$ cat src/rtl/sound_glu_pkg.sv
// Shared definitions for the GLU front end: register map, ctrl bit layout,
// memory FSM states and the posted-write FIFO entry.
package sound_glu_pkg;

    localparam logic [1:0] REG_CTRL   = 2'd0;
    localparam logic [1:0] REG_DATA   = 2'd1;
    localparam logic [1:0] REG_PTR_LO = 2'd2;
    localparam logic [1:0] REG_PTR_HI = 2'd3;

    localparam int CTRL_BUSY     = 7;
    localparam int CTRL_RAM_SEL  = 6;
    localparam int CTRL_AUTO_INC = 5;

    localparam logic [7:0] CTRL_RESET = 8'h0F;

    typedef enum logic [2:0] {
        ST_IDLE,
        ST_WR_REQ,
        ST_WR_WAIT,
        ST_RD_REQ,
        ST_RD_WAIT
    } glu_state_t;

    typedef struct packed {
        logic [15:0] addr;
        logic [7:0]  data;
    } wr_entry_t;

endpackage

$ cat src/rtl/sound_glu_wr_fifo.sv
// Posted-write FIFO for sound RAM writes. The head entry stays put until the
// memory side pops it on completion, so the in-flight write occupies a slot.
module sound_glu_wr_fifo
    import sound_glu_pkg::*;
#(
    parameter int DEPTH = 4
) (
    input  logic      clk_i,
    input  logic      reset_n_i,
    input  logic      push_i,
    input  wr_entry_t wr_entry_i,
    input  logic      pop_i,
    output wr_entry_t rd_entry_o,
    output logic      full_o,
    output logic      empty_o
);
    localparam int AW = $clog2(DEPTH);

    wr_entry_t      mem [DEPTH];
    logic [AW:0]    wr_ptr;
    logic [AW:0]    rd_ptr;

    assign empty_o    = (wr_ptr == rd_ptr);
    assign full_o     = (wr_ptr[AW] != rd_ptr[AW]) && (wr_ptr[AW-1:0] == rd_ptr[AW-1:0]);
    assign rd_entry_o = mem[rd_ptr[AW-1:0]];

    always_ff @(posedge clk_i or negedge reset_n_i) begin
        if (!reset_n_i) begin
            wr_ptr <= '0;
            rd_ptr <= '0;
        end else begin
            if (push_i && !full_o)  wr_ptr <= wr_ptr + 1'b1;
            if (pop_i && !empty_o)  rd_ptr <= rd_ptr + 1'b1;
        end
    end

    always_ff @(posedge clk_i) begin
        if (push_i && !full_o) mem[wr_ptr[AW-1:0]] <= wr_entry_i;
    end

endmodule

$ cat src/rtl/sound_glu_engine.sv
// GLU front end: $C03C-$C03F register file, posted sound RAM writes, one-behind
// sound RAM reads through a single-outstanding SDRAM client, and DOC mix volume scaling.
module sound_glu_engine
    import sound_glu_pkg::*;
#(
    parameter int                    WR_FIFO_DEPTH = 4,
    parameter int                    MEM_ADDR_W    = 21,
    parameter logic [MEM_ADDR_W-1:0] RAM_BASE      = 21'h4000,
    parameter int                    NUM_CH        = 2,
    parameter int                    AUDIO_W       = 16,
    parameter int                    VOL_W         = 4
) (
    input  logic                        clk_i,
    input  logic                        reset_n_i,
    input  logic                        sel_i,
    input  logic [1:0]                  reg_addr_i,
    input  logic                        rw_n_i,
    input  logic                        wr_strobe_i,
    input  logic                        rd_strobe_i,
    input  logic [7:0]                  data_i,
    output logic [7:0]                  data_o,
    output logic [MEM_ADDR_W-1:0]       mem_addr_o,
    output logic                        mem_rd_o,
    output logic                        mem_wr_o,
    output logic [3:0]                  mem_byte_en_o,
    output logic [31:0]                 mem_data_o,
    input  logic [31:0]                 mem_q_i,
    input  logic                        mem_ready_i,
    output logic                        doc_cs_n_o,
    output logic [7:0]                  doc_addr_o,
    output logic [7:0]                  doc_data_o,
    input  logic [7:0]                  doc_data_i,
    input  logic [NUM_CH*AUDIO_W-1:0]   mix_i,
    output logic [NUM_CH*AUDIO_W-1:0]   audio_o,
    output logic                        overflow_o
);
    localparam int PW = AUDIO_W + VOL_W + 2;

    glu_state_t  state;
    logic [6:0]  ctrl;
    logic [7:0]  latch;
    logic [15:0] ptr;
    logic [15:0] cur_addr;
    logic [7:0]  cur_data;
    logic        fetch_pend;
    logic [15:0] fetch_addr;

    logic        fifo_full, fifo_empty, fifo_pop;
    wr_entry_t   fifo_head, fifo_in;

    logic ram_mode, auto_inc, busy;
    logic wr_hit, rd_hit, data_wr, data_rd, ctrl_wr;

    assign ram_mode = ctrl[CTRL_RAM_SEL];
    assign auto_inc = ctrl[CTRL_AUTO_INC];
    assign wr_hit   = sel_i & wr_strobe_i & ~rw_n_i;
    assign rd_hit   = sel_i & rd_strobe_i & rw_n_i;
    assign data_wr  = wr_hit && (reg_addr_i == REG_DATA);
    assign data_rd  = rd_hit && (reg_addr_i == REG_DATA);
    assign ctrl_wr  = wr_hit && (reg_addr_i == REG_CTRL);
    assign busy     = ~fifo_empty | fetch_pend | (state != ST_IDLE);

    always_comb begin
        data_o = 8'h00;
        case (reg_addr_i)
            REG_CTRL:   data_o = {busy, ctrl};
            REG_DATA:   data_o = ram_mode ? latch : doc_data_i;
            REG_PTR_LO: data_o = ptr[7:0];
            REG_PTR_HI: data_o = ptr[15:8];
            default:    data_o = 8'h00;
        endcase
    end

    // Register file, pointer and sticky overflow
    always_ff @(posedge clk_i or negedge reset_n_i) begin
        if (!reset_n_i) begin
            ctrl       <= CTRL_RESET[6:0];
            ptr        <= 16'h0000;
            overflow_o <= 1'b0;
        end else begin
            if (ctrl_wr) ctrl <= data_i[6:0];

            if (wr_hit && reg_addr_i == REG_PTR_LO)
                ptr[7:0] <= data_i;
            else if (wr_hit && reg_addr_i == REG_PTR_HI)
                ptr[15:8] <= data_i;
            else if (((data_wr && ram_mode) || data_rd) && auto_inc)
                ptr <= ptr + 16'd1;

            if (ctrl_wr)
                overflow_o <= 1'b0;
            else if (data_wr && ram_mode && fifo_full)
                overflow_o <= 1'b1;
        end
    end

    assign fifo_in = '{addr: ptr, data: data_i};
    assign fifo_pop = mem_ready_i && (state == ST_WR_REQ || state == ST_WR_WAIT);

    sound_glu_wr_fifo #(.DEPTH(WR_FIFO_DEPTH)) u_wr_fifo (
        .clk_i      (clk_i),
        .reset_n_i  (reset_n_i),
        .push_i     (data_wr && ram_mode),
        .wr_entry_i (fifo_in),
        .pop_i      (fifo_pop),
        .rd_entry_o (fifo_head),
        .full_o     (fifo_full),
        .empty_o    (fifo_empty)
    );

    // Single queued fetch; a newer read replaces an unissued one
    always_ff @(posedge clk_i or negedge reset_n_i) begin
        if (!reset_n_i) begin
            fetch_pend <= 1'b0;
            fetch_addr <= 16'h0000;
        end else if (data_rd && ram_mode) begin
            fetch_pend <= 1'b1;
            fetch_addr <= ptr;
        end else if (state == ST_IDLE && fifo_empty) begin
            fetch_pend <= 1'b0;
        end
    end

    // Memory FSM: writes drain first so a read never passes an older write
    always_ff @(posedge clk_i or negedge reset_n_i) begin
        if (!reset_n_i) begin
            state    <= ST_IDLE;
            mem_wr_o <= 1'b0;
            mem_rd_o <= 1'b0;
            cur_addr <= 16'h0000;
            cur_data <= 8'h00;
            latch    <= 8'h00;
        end else begin
            case (state)
                ST_IDLE: begin
                    if (!fifo_empty) begin
                        cur_addr <= fifo_head.addr;
                        cur_data <= fifo_head.data;
                        mem_wr_o <= 1'b1;
                        state    <= ST_WR_REQ;
                    end else if (fetch_pend) begin
                        cur_addr <= fetch_addr;
                        mem_rd_o <= 1'b1;
                        state    <= ST_RD_REQ;
                    end
                end
                ST_WR_REQ, ST_WR_WAIT: begin
                    mem_wr_o <= 1'b0;
                    state    <= mem_ready_i ? ST_IDLE : ST_WR_WAIT;
                end
                ST_RD_REQ, ST_RD_WAIT: begin
                    mem_rd_o <= 1'b0;
                    if (mem_ready_i) begin
                        latch <= mem_q_i[8*cur_addr[1:0] +: 8];
                        state <= ST_IDLE;
                    end else begin
                        state <= ST_RD_WAIT;
                    end
                end
                default: state <= ST_IDLE;
            endcase
        end
    end

    assign mem_addr_o    = RAM_BASE + MEM_ADDR_W'(cur_addr[15:2]);
    assign mem_byte_en_o = 4'b0001 << cur_addr[1:0];
    assign mem_data_o    = {4{cur_data}};

    // DOC register write strobe, one cycle after the bus write
    always_ff @(posedge clk_i or negedge reset_n_i) begin
        if (!reset_n_i) begin
            doc_cs_n_o <= 1'b1;
            doc_data_o <= 8'h00;
        end else begin
            doc_cs_n_o <= ~(data_wr && !ram_mode);
            if (data_wr && !ram_mode) doc_data_o <= data_i;
        end
    end

    assign doc_addr_o = ptr[7:0];

    // Volume: mix * (vol+1) / 2^VOL_W, always within AUDIO_W
    logic [NUM_CH-1:0][AUDIO_W-1:0] audio_q;
    logic [VOL_W+1:0]               scale;

    assign scale = {2'b00, ctrl[VOL_W-1:0]} + (VOL_W+2)'(1);

    for (genvar ch = 0; ch < NUM_CH; ch++) begin : g_vol
        logic signed [AUDIO_W-1:0] mix_s;
        logic signed [PW-1:0]      prod;

        assign mix_s = mix_i[ch*AUDIO_W +: AUDIO_W];
        assign prod  = $signed({{(PW-AUDIO_W){mix_s[AUDIO_W-1]}}, mix_s}) *
                       $signed({{(PW-VOL_W-2){1'b0}}, scale});

        always_ff @(posedge clk_i or negedge reset_n_i) begin
            if (!reset_n_i) audio_q[ch] <= '0;
            else            audio_q[ch] <= prod[VOL_W +: AUDIO_W];
        end
    end

    assign audio_o = audio_q;

endmodule

$ cat config.mk
export PLATFORM = sky130hd
export DESIGN_NAME = sound_glu_engine
export DESIGN_NICKNAME = d
export VERILOG_FILES = /design/src/rtl/sound_glu_pkg.sv /design/src/rtl/sound_glu_wr_fifo.sv /design/src/rtl/sound_glu_engine.sv
export SDC_FILE = /design/constraint.sdc
export NUM_CORES = 1
export LEC_CHECK = 0
export ABC_AREA = 1
export BUFFER_PORTS_ARGS = -buffer_cell sky130_fd_sc_hd__buf_2
export CAP_MARGIN = 10
export CORE_MARGIN = 8
export CORE_UTILIZATION = 30
export DETAILED_ROUTE_END_ITERATION = 7
export SLEW_MARGIN = 20
export SYNTH_ARGS = -nofsm -noshare
export SYNTH_HDL_FRONTEND = slang
export SYNTH_HIERARCHICAL = 1
export SYNTH_SLANG_ARGS = --single-unit
$ cat constraint.sdc
create_clock -name clk_i -period 4.3 [get_ports clk_i]
set_clock_uncertainty 0.15 [all_clocks]
set_input_delay 1.075 -clock clk_i [delete_from_list [all_inputs] [get_ports clk_i]]
set_output_delay 1.075 -clock clk_i [all_outputs]
set_load 0.02 [all_outputs]
==> flow_metrics.py, run 1 <==
metrics = {
    "global_route": {
        "grt_max_degree": 96,
        "grt_pass1_wl_um": 69800,
        "gr-total-overflow": 0,
        "grt_pass1_vias": 13006,
        "antenna_found_initial": 4,
        "track_usage": 0.146,
    },
    "yosys": {
        "synthArstFlopShare": 0.566,
        "synth_area_leaders": "dfrtp_1 19%, edfxtp_1 19%, fa_1 12%, nand2_1 9.7%, inv_1 8.3%",
        "synth_commonest_cells": "397 x nand2_1, 340 x inv_1, 214 x nor2_1",
        "yosysSeqAreaShare": 0.390,
        "ys_types": 50,
        "synth_edf_count": 96,
        "yosysTopAreaCellShare": 0.195,
        "avgSynthCellArea_sq_um": 8.35,
        "synthCells": 1850,
        "synth_warnings": 6,
        "ys_ff_latch": 221,
        "syn_area_sq_um": 15400,
        "synth_top_cell_by_area": "dfrtp_1",
        "yosys.cell_count.top_type": "nand2_1",
        "synth_flop_cell": "dfrtp_1",
    },
    "sta": {
        "hold_violations": 0,
        "drv_slew": 0,
        "tns_ns": 0,
        "finalCriticalPeriod_ns": 4.25,
        "slew_headroom": 0.342,
        "finalCritPeriodShare": 0.987,
        "clock.fmax_mhz": 236,
        "setup_viol": 0,
        "worst_slew_pin_slew_ns": 0.987,
        "rsz0062_at_grt": "yes",
    },
    "clock_tree": {
        "clk_pin_slew_ns": 0.06,
        "clock-sinks": 221,
        "hold_buffers": 0,
        "cts_max_level": 1,
        "clk_latency_ns": 0.54,
        "clockBufferDepth": 3,
        "cts_tree": "done",
        "cts_buffers": 25,
        "clockRootBuffer": "clkbuf_16",
    },
    "detailed_routing": {
        "post_drt_wl_per_cell_um": 16.1,
        "met1_length_um": 18200,
        "dr_wl_met3_um": 2240,
        "routed_wirelength_um": 45400,
        "drt-pass1-iter-count": 7,
        "drt-initial-drc-count": 776,
        "drc": 0,
        "final_antenna_net_count": 0,
        "num_vias": 12804,
        "wl_met2_um": 23800,
        "top_layer": "met5",
        "avgViaCountPerCell": 4.53,
    },
    "layout": {
        "final_nets": 2382,
        "fin_cells": 2829,
        "n_fill_cell": 5237,
        "drive_gt1_frac": 0.268,
        "area_growth_pct": 27.1,
        "stdcell_area_sq_um": 19600,
    },
    "placed_design": {
        "dp_hpwl_um": 34100,
        "post-place-cells": 2758,
        "gp_congestion": 0.894,
        "dpl_cell_area_sq_um": 17700,
        "port_buffers": 198,
    },
    "critical_path": {
        "cp-end-kind": "flop",
        "cp.required_ns": 4.60,
        "rrSetupSlack_ns": 0.05,
        "startpoint_type": "flop",
        "worstPathArrival_ns": 4.55,
        "cp_max_fo": 5,
        "critPathKind": "flop to flop",
    },
    "run": {
        "cap_violations": 0,
    },
    "power": {
        "p_leak_nw": 9.72,
        "power.total_mw": 14.3,
        "ir_drop_mv": 0.331,
        "p_per_area_nw_per_um2": 728,
    },
    "floorplanning": {
        "start_util": 0.302,
        "std_cell_rows": 83,
        "io_pins": 206,
        "fp.dieH_um": 243,
        "dieArea_sq_um": 59000,
        "core_area_sq_um": 51100,
        "chipWidth_um": 243,
    },
    "run_status": {
        "status": "finished, final reports clean",
    },
    "hold_path": {
        "hold_path.class": "flop to flop",
    },
}
==> cells by family after synthesis <==
kind of cell / share of synthesized area
xor+xnor: 0.0131
compound gates: 0.0934
flops: 0.390
other cells: 0.000486
fa+ha+maj: 0.178
simple gates: 0.197
buf+inv: 0.128
==> path summary, 6_finish.rpt <==
| kind | from | to | depth (start not counted) |
|---|---|---|---|
| setup / recovery | ctrl[1] | audio_o[9] | 18 |
| hold / removal | mem_rd_o | mem_rd_o | 1 |
| setup reg to reg | ctrl[1] | audio_o[9] | 18 |
| hold reg to reg | mem_rd_o | mem_rd_o | 1 |
| max in group asynchronous | reset_n_i | audio_o[23] | 2 |
| min in group asynchronous | reset_n_i | cur_data[5] | 1 |
==> cell type report <==
class                   instances  area (sq um)  share of cell area
clock buffers                  28           647              0.0330
multi-input cells            1181          8260               0.421
diodes                          2          5.00            0.000255
repair buffers                350          2340               0.119
well taps                     680           851              0.0434
inverters                     349          1320              0.0671
clock inverters                18           178             0.00906
flip-flops and latches        221          6020               0.307
==> sequential cells by signal, summed over array words and instances (netlist names), 7 cells and up <==
register,count
audio_o,32
doc_data_o,8
ptr,16
cur_data,8
fetch_addr,16
latch,8
u_wr_fifo/mem,96
ctrl,7
cur_addr,16
==> repair_timing <==
item                                    4_1_cts  5_1_grt
pin swaps                                     3       80
cloned                                        0        6
gates resized for setup                      22      170
endpoints found under the setup margin       17       26
setup buffers                                 0       17
endpoints found under the hold margin         0        0
==> layer usage <==
metal / global-route usage / up-vias
li1: - / 6312
met3: 0.0231 / 74
met5: 0 / -
met4: 0.0425 / 6
met1: 0.170 / 6135
met2: 0.273 / 277
==> worst max-delay path: stages (launching register included) <==
cell and delay [ns]:
dfstp_2 0.57, ha_4 0.17, xor2_4 0.20, inv_4 0.10, clkbuf_16 0.18, nor2_2 0.11
fa_1 0.45, fa_1 0.50, inv_1 0.06, fa_1 0.53, inv_1 0.06, ha_4 0.30
nand2_2 0.06, inv_2 0.06, nand4_1 0.17, a21oi_2 0.22, buf_4 0.14, o21bai_4 0.05
nand2_2 0.08
==> per-stage QoR <==
| stage | utilization | hold slack, ns | setup slack [ns] |
|---|---|---|---|
| 2_1_floorplan | - | 0.303 | 0.0396 |
| 3_3_place_gp | 0.346 | 0.318 | -0.141 |
| 6_report | 0.384 | 0.332 | 0.0544 |
| 3_5_place_dp | 0.346 | 0.323 | -0.160 |
| 4_1_cts | 0.365 | 0.338 | -0.0509 |
| 5_1_grt | 0.384 | 0.341 | -0.129 |
==> layout by cell type, fill, tap and decap left out, drive strengths merged <==
cell type	synthesis	routed
a211o	3	3
a21o	2	2
a21oi	42	42
a22oi	3	3
and2	5	5
buf	83	346
bufinv	0	3
clkbuf	21	32
clkinv	2	11
clkinvlp	0	4
conb	2	7
dfrtp	120	120
dfstp	5	5
diode	0	2
edfxtp	96	96
fa	92	92
ha	73	73
inv	347	349
nand2	404	404
nand3	64	64
nand3b	4	4
nand4	21	21
nor2	224	224
nor3	6	6
nor4	3	3
o2111ai	4	4
o211ai	8	8
o21a	15	15
o21ai	148	148
o21bai	4	4
o22ai	27	27
or2	1	1
xnor2	3	3
xor2	18	18
==> power breakdown <==
part / switching [mW] / internal, mW / leakage [nW]
clock network: 0.874 / 1.27 / 0.396
registers: 0.400 / 2.76 / 2.41
logic: 5.21 / 3.77 / 6.91
total: 6.48 / 7.80 / 9.72
Note: power is estimated with default switching activity, not from simulation.
==> run 2: changes to the inputs <==
- ABC_AREA: 1 -> 0
- BUFFER_PORTS_ARGS: -buffer_cell sky130_fd_sc_hd__buf_2 -> unset
- DONT_BUFFER_PORTS: unset -> 1
==> flow_metrics.py, run 2 <==
metrics = {
    "yosys": {
        "synth_area_leaders": "dfrtp_1 20%, edfxtp_1 19%, fa_1 12%, ha_1 6.1%, mux4_2 5.8%",
        "synth_edf_count": 96,
        "synth_flop_cell": "dfrtp_1",
        "synthArstFlopShare": 0.566,
        "synth_warnings": 6,
        "syn_area_sq_um": 14900,
        "ys_types": 73,
        "avgSynthCellArea_sq_um": 11.7,
        "ys_ff_latch": 221,
        "synth_commonest_cells": "163 x inv_1, 120 x dfrtp_1, 96 x edfxtp_1",
        "synthCells": 1275,
        "synth_top_cell_by_area": "dfrtp_1",
        "yosysTopAreaCellShare": 0.202,
        "yosysSeqAreaShare": 0.405,
        "yosys.cell_count.top_type": "inv_1",
    },
    "sta": {
        "rsz0062_at_grt": "yes",
        "hold_violations": 0,
        "finalCritPeriodShare": 1.09,
        "finalCriticalPeriod_ns": 4.71,
        "holdWs_ns": 0.0870,
        "setup_ws_ns": -0.408,
        "clock.fmax_mhz": 212,
        "drv_slew": 0,
        "worst_slew_pin_slew_ns": 0.771,
        "setup_viol": 20,
        "slew_headroom": 0.486,
    },
    "critical_path": {
        "worstPathArrival_ns": 4.98,
        "cp_cell_sequence": "ha_4, xor2_4, buf_12, and2_4, fa_1, fa_1, inv_2, fa_1, inv_1, ha_2, or4_4, a21o_1, o21a_4, a2111oi_4, nor2_1, xor2_1",
        "cp-end-kind": "flop",
        "cp_slowest_stage_delay_ns": 0.56,
        "critPathKind": "flop to flop",
        "startpoint_type": "flop",
        "cp.required_ns": 4.57,
        "cpMaxStageDelayCell": "dfstp_2",
        "cp_max_fo": 10,
        "cp_top_family": "adder cells",
        "path_buf_inv": 3,
        "path_common_cell": "fa_1",
    },
    "clock_tree": {
        "cts_tree": "done",
        "clk_pin_slew_ns": 0.06,
        "clockBufferDepth": 3,
        "clock-sinks": 221,
        "cts_max_level": 1,
        "clk_latency_ns": 0.54,
        "clockRootBuffer": "clkbuf_16",
        "hold_buffers": 0,
        "cts_buffers": 26,
    },
    "power": {
        "p_per_area_nw_per_um2": 820,
        "p_leak_nw": 7.54,
        "ir_drop_mv": 0.678,
    },
    "layout": {
        "drive_gt1_frac": 0.245,
        "stdcell_area_sq_um": 17600,
        "antennaDiodeCount": 0,
        "final_cell_mix": "158 x inv_1, 119 x dfrtp_1, 98 x buf_4",
        "area_growth_pct": 18.1,
        "final_common_cell": "inv_1",
        "fin_cells": 2015,
        "final_nets": 1585,
        "largest_reg_flops": 96,
        "post-route-util": 0.359,
    },
    "placed_design": {
        "dpl_cell_area_sq_um": 16200,
        "gp_congestion": 0.856,
        "port_buffers": 0,
        "pre_cts_ws_ns": -0.430,
        "post-place-cells": 1955,
        "dp_hpwl_um": 28600,
    },
    "detailed_routing": {
        "num_vias": 9494,
        "drt-pass1-iter-count": 5,
        "routed_wirelength_um": 38700,
        "avgViaCountPerCell": 4.71,
        "final_antenna_net_count": 0,
        "drc": 0,
        "post_drt_wl_per_cell_um": 19.2,
        "drt-initial-drc-count": 458,
    },
    "floorplanning": {
        "dieArea_sq_um": 57000,
        "start_util": 0.304,
        "io_pins": 206,
        "std_cell_rows": 81,
        "fp.dieH_um": 239,
        "core_area_sq_um": 49000,
        "chipWidth_um": 239,
    },
    "run_status": {
        "violations": "negative setup slack",
        "status": "finished with violations",
    },
    "global_route": {
        "grt_max_degree": 126,
        "grt_pass1_vias": 10236,
        "gr-total-overflow": 0,
        "antenna_found_initial": 3,
        "track_usage": 0.135,
        "grt_pass1_wl_um": 60000,
    },
    "run": {
        "cap_violations": 0,
    },
    "hold_path": {
        "hold_path.class": "input pin to asynchronous set/reset pin",
    },
}
run 2: cell count changes in the layout (fill, tap and decap cells not counted), sizes merged, moves of 48 or more:
cell / before / now
nand2: 404 / 52
buf: 346 / 118
nor2: 224 / 43
inv: 349 / 169
o21ai: 148 / 31
and2: 5 / 88
nor2b: 0 / 60
mux2: 0 / 51
nand3: 64 / 16
run 2: cell families after synthesis:
logic type | synth area share
adder cells (fa/ha/maj) | 0.185
flip-flops | 0.405
AO/OA/AOI/OAI | 0.0594
buffers and inverters | 0.0805
XOR/XNOR | 0.0386
multiplexers | 0.110
AND/OR/NAND/NOR | 0.121
other | 0.000505
run 2: where the power goes:
| group | total, mW | leakage, nW | internal [mW] | switching, mW |
|---|---|---|---|---|
| sequential | 3.88 | 2.38 | 2.79 | 1.09 |
| clock | 2.36 | 0.462 | 1.43 | 0.930 |
| combinational | 8.15 | 4.70 | 4.06 | 4.09 |
| total | 14.4 | 7.54 | 8.28 | 6.11 |
run 2: stage by stage:
step / power (mW) / setup TNS, ns
2_1_floorplan: 9.25 / -1.56
3_3_place_gp: 11.4 / -4.52
3_5_place_dp: 11.5 / -5.13
4_1_cts: 14.3 / -4.77
5_1_grt: 15.7 / -8.61
6_report: 14.4 / -4.57
run 2: repair_timing:
item                                    in CTS  in global routing
buffers inserted                            11                  2
pin swaps                                   18                 26
endpoints found under the setup margin      20                 25
cloned                                       2                  0
resized for setup                           33                 38
run 2: worst paths after layout:
path | startpoint | to | slack [ns] | cells past startpoint
setup reg to reg | ctrl[1] | audio_o[29] | -0.41 | 16
hold reg to reg | latch[5] | latch[5] | 0.34 | 1
setup / recovery | ctrl[1] | audio_o[29] | -0.41 | 16
hold / removal | reset_n_i | cur_data[6] | 0.09 | 0
min in group clk_i | latch[5] | latch[5] | 0.34 | 1
max in group asynchronous | reset_n_i | ctrl[0] | 3.61 | 0
run 2: final cells by class:
class	count	area (sq um)
multi-input combinational	800	8100
sequential	221	6020
inverter	164	616
clock inverter	13	180
tap	664	831
clock buffer	35	756
fill	4837	31400
timing repair buffer	118	1060
run 2: per-layer routing:
layer  GRT usage  part of all wire
met1       0.161              0.40
met2       0.233              0.49
met3      0.0451             0.086
met4      0.0283             0.017
met5           0            0.0012
run 2: worst register-to-register path, stage by stage (launching register included):
cell and delay, ns:
dfstp_2 0.56, ha_4 0.17, xor2_4 0.19, buf_12 0.17, and2_4 0.15, fa_1 0.43, fa_1 0.54, inv_2 0.04
fa_1 0.49, inv_1 0.05, ha_2 0.17, or4_4 0.51, a21o_1 0.17, o21a_4 0.23, a2111oi_4 0.31, nor2_1 0.11
xor2_1 0.15
==> run 3: changes to the inputs <==
- ABC_AREA: 0 -> 1
- CORE_UTILIZATION: 30 -> 23
==> flow_metrics.py, run 3 (synthesis gave the netlist of run 1 again) <==
metrics = {
    "clock_tree": {
        "clock-sinks": 221,
        "clockBufferDepth": 3,
        "clk_pin_slew_ns": 0.07,
        "cts_max_level": 1,
        "clockRootBuffer": "clkbuf_16",
        "hold_buffers": 0,
        "cts_tree": "done",
        "cts_buffers": 27,
        "clk_latency_ns": 0.56,
    },
    "floorplanning": {
        "fp.dieH_um": 275,
        "chipWidth_um": 275,
        "std_cell_rows": 95,
        "io_pins": 206,
        "core_area_sq_um": 66800,
        "start_util": 0.231,
        "dieArea_sq_um": 75700,
    },
    "layout": {
        "area_growth_pct": 16.1,
        "final_nets": 2105,
        "antennaDiodeCount": 0,
        "drive_gt1_frac": 0.142,
        "n_fill_cell": 7229,
        "final_common_cell": "nand2_1",
        "final_cell_mix": "377 x nand2_1, 338 x inv_1, 182 x nor2_1",
        "fin_cells": 2745,
        "largest_reg_flops": 96,
    },
    "critical_path": {
        "cp_max_fo": 5,
        "cpMaxStageDelayCell": "dfstp_2",
        "cp.required_ns": 4.59,
        "critPathKind": "flop to flop",
        "startpoint_type": "flop",
        "r2r_cells": 15,
        "r2r-start": "ctrl[0]",
        "startpoint": "ctrl[0]",
        "worstPathArrival_ns": 4.46,
        "cp-end-kind": "flop",
        "rr_endpoint": "audio_o[24]",
        "cp_slowest_stage_delay_ns": 0.58,
        "rrSetupSlack_ns": 0.14,
        "cp_cell_sequence": "ha_4, xor2_4, buf_6, nand2_1, fa_1, fa_1, fa_1, inv_1, ha_1, buf_4, nand2_1, o21ai_0, inv_1, nand4_1, nand2_1",
    },
    "global_route": {
        "grt_max_degree": 126,
        "antenna_found_initial": 1,
        "gr-total-overflow": 0,
        "track_usage": 0.115,
        "grt_pass1_wl_um": 67000,
        "grt_pass1_vias": 11300,
    },
    "detailed_routing": {
        "post_drt_wl_per_cell_um": 16.2,
        "num_vias": 11665,
        "drc": 0,
        "avgViaCountPerCell": 4.25,
        "drt-initial-drc-count": 707,
        "final_antenna_net_count": 0,
        "routed_wirelength_um": 44600,
        "drt-pass1-iter-count": 5,
    },
    "sta": {
        "clock.fmax_mhz": 240,
        "worst_slew_pin_slew_ns": 0.925,
        "finalCritPeriodShare": 0.968,
        "setup_viol": 0,
        "drv_slew": 0,
        "hold_violations": 0,
        "slew_headroom": 0.383,
        "finalCriticalPeriod_ns": 4.16,
        "rsz0062_at_grt": "yes",
        "holdWs_ns": 0.0618,
        "setup_ws_ns": 0.138,
    },
    "hold_path": {
        "hold_path.class": "input pin to asynchronous set/reset pin",
    },
    "power": {
        "ir_drop_mv": 0.308,
        "p_leak_nw": 8.44,
        "p_per_area_nw_per_um2": 708,
    },
    "run": {
        "cap_violations": 0,
    },
    "placed_design": {
        "port_buffers": 0,
        "dp_hpwl_um": 34100,
        "pre_cts_ws_ns": -0.106,
        "gp_congestion": 0.869,
        "post-place-cells": 2691,
    },
    "run_status": {
        "status": "finished, final reports clean",
    },
}
==> run 3: final cells by class <==
type / instances / area, sq um / share of cell area
clock buffer: 31 / 691 / 0.0385
clock inverter: 19 / 161 / 0.00901
inverter: 349 / 1310 / 0.0733
multi-input combinational: 1181 / 8040 / 0.449
sequential: 221 / 6020 / 0.336
tap: 873 / 1090 / 0.0609
timing repair buffer: 71 / 607 / 0.0339
==> run 3: repair_timing <==
action	CTS	global route
hold endpoints to repair	0	0
pin swaps	3	27
setup buffers	0	4
endpoints found under the setup margin	12	25
gates resized for setup	15	113
==> run 3: stage by stage <==
stage	instance area (sq um)	total power, mW	setup TNS (ns)	util
detailed placement	16400	9.88	-0.648	0.246
CTS	17300	12.2	-0.00712	0.260
global placement	16400	9.83	-0.249	0.246
global route	17900	13.9	-0.198	0.268
finish	17900	12.7	0	0.268
floorplan	15500	8.07	0	-
==> run 3: power by group <==
part	internal [mW]	switching, mW	total [mW]
clock network	1.23	0.966	2.20
registers	2.76	1.05	3.81
logic	2.71	3.98	6.68
total	6.70	6.00	12.7
==> run 3: worst max path at each step <==
| stage | to | slack (ns) | cells after the start |
|---|---|---|---|
| after floorplan | audio_o[31] | 0.04 | 15 |
| after global placement | audio_o[14] | -0.06 | 16 |
| after detailed placement | audio_o[14] | -0.11 | 16 |
| after CTS | audio_o[15] | -0.007 | 22 |
| after global routing | audio_o[28] | -0.07 | 20 |
| final | audio_o[24] | 0.14 | 15 |
==> run 3: metal layers <==
layer,wire [um],up-vias,GRT usage,part of all wire
li1,-,5742,-,-
met1,17300,5613,0.132,0.39
met2,21900,269,0.199,0.49
met3,4770,39,0.0488,0.11
met4,566,2,0.0192,0.013
met5,10,-,0,0.00022
==> run 3: worst max-delay path, delay by kind of cell (launching register included) <==
family | cells | cell delay [ns]
AOI/OAI and AO/OA | 1 | 0.33
and+or+nand+nor | 4 | 0.32
xor gates and xnor gates | 1 | 0.17
DFF | 1 | 0.58
buffers and inverters | 4 | 0.44
adders and majority gates | 5 | 2.05
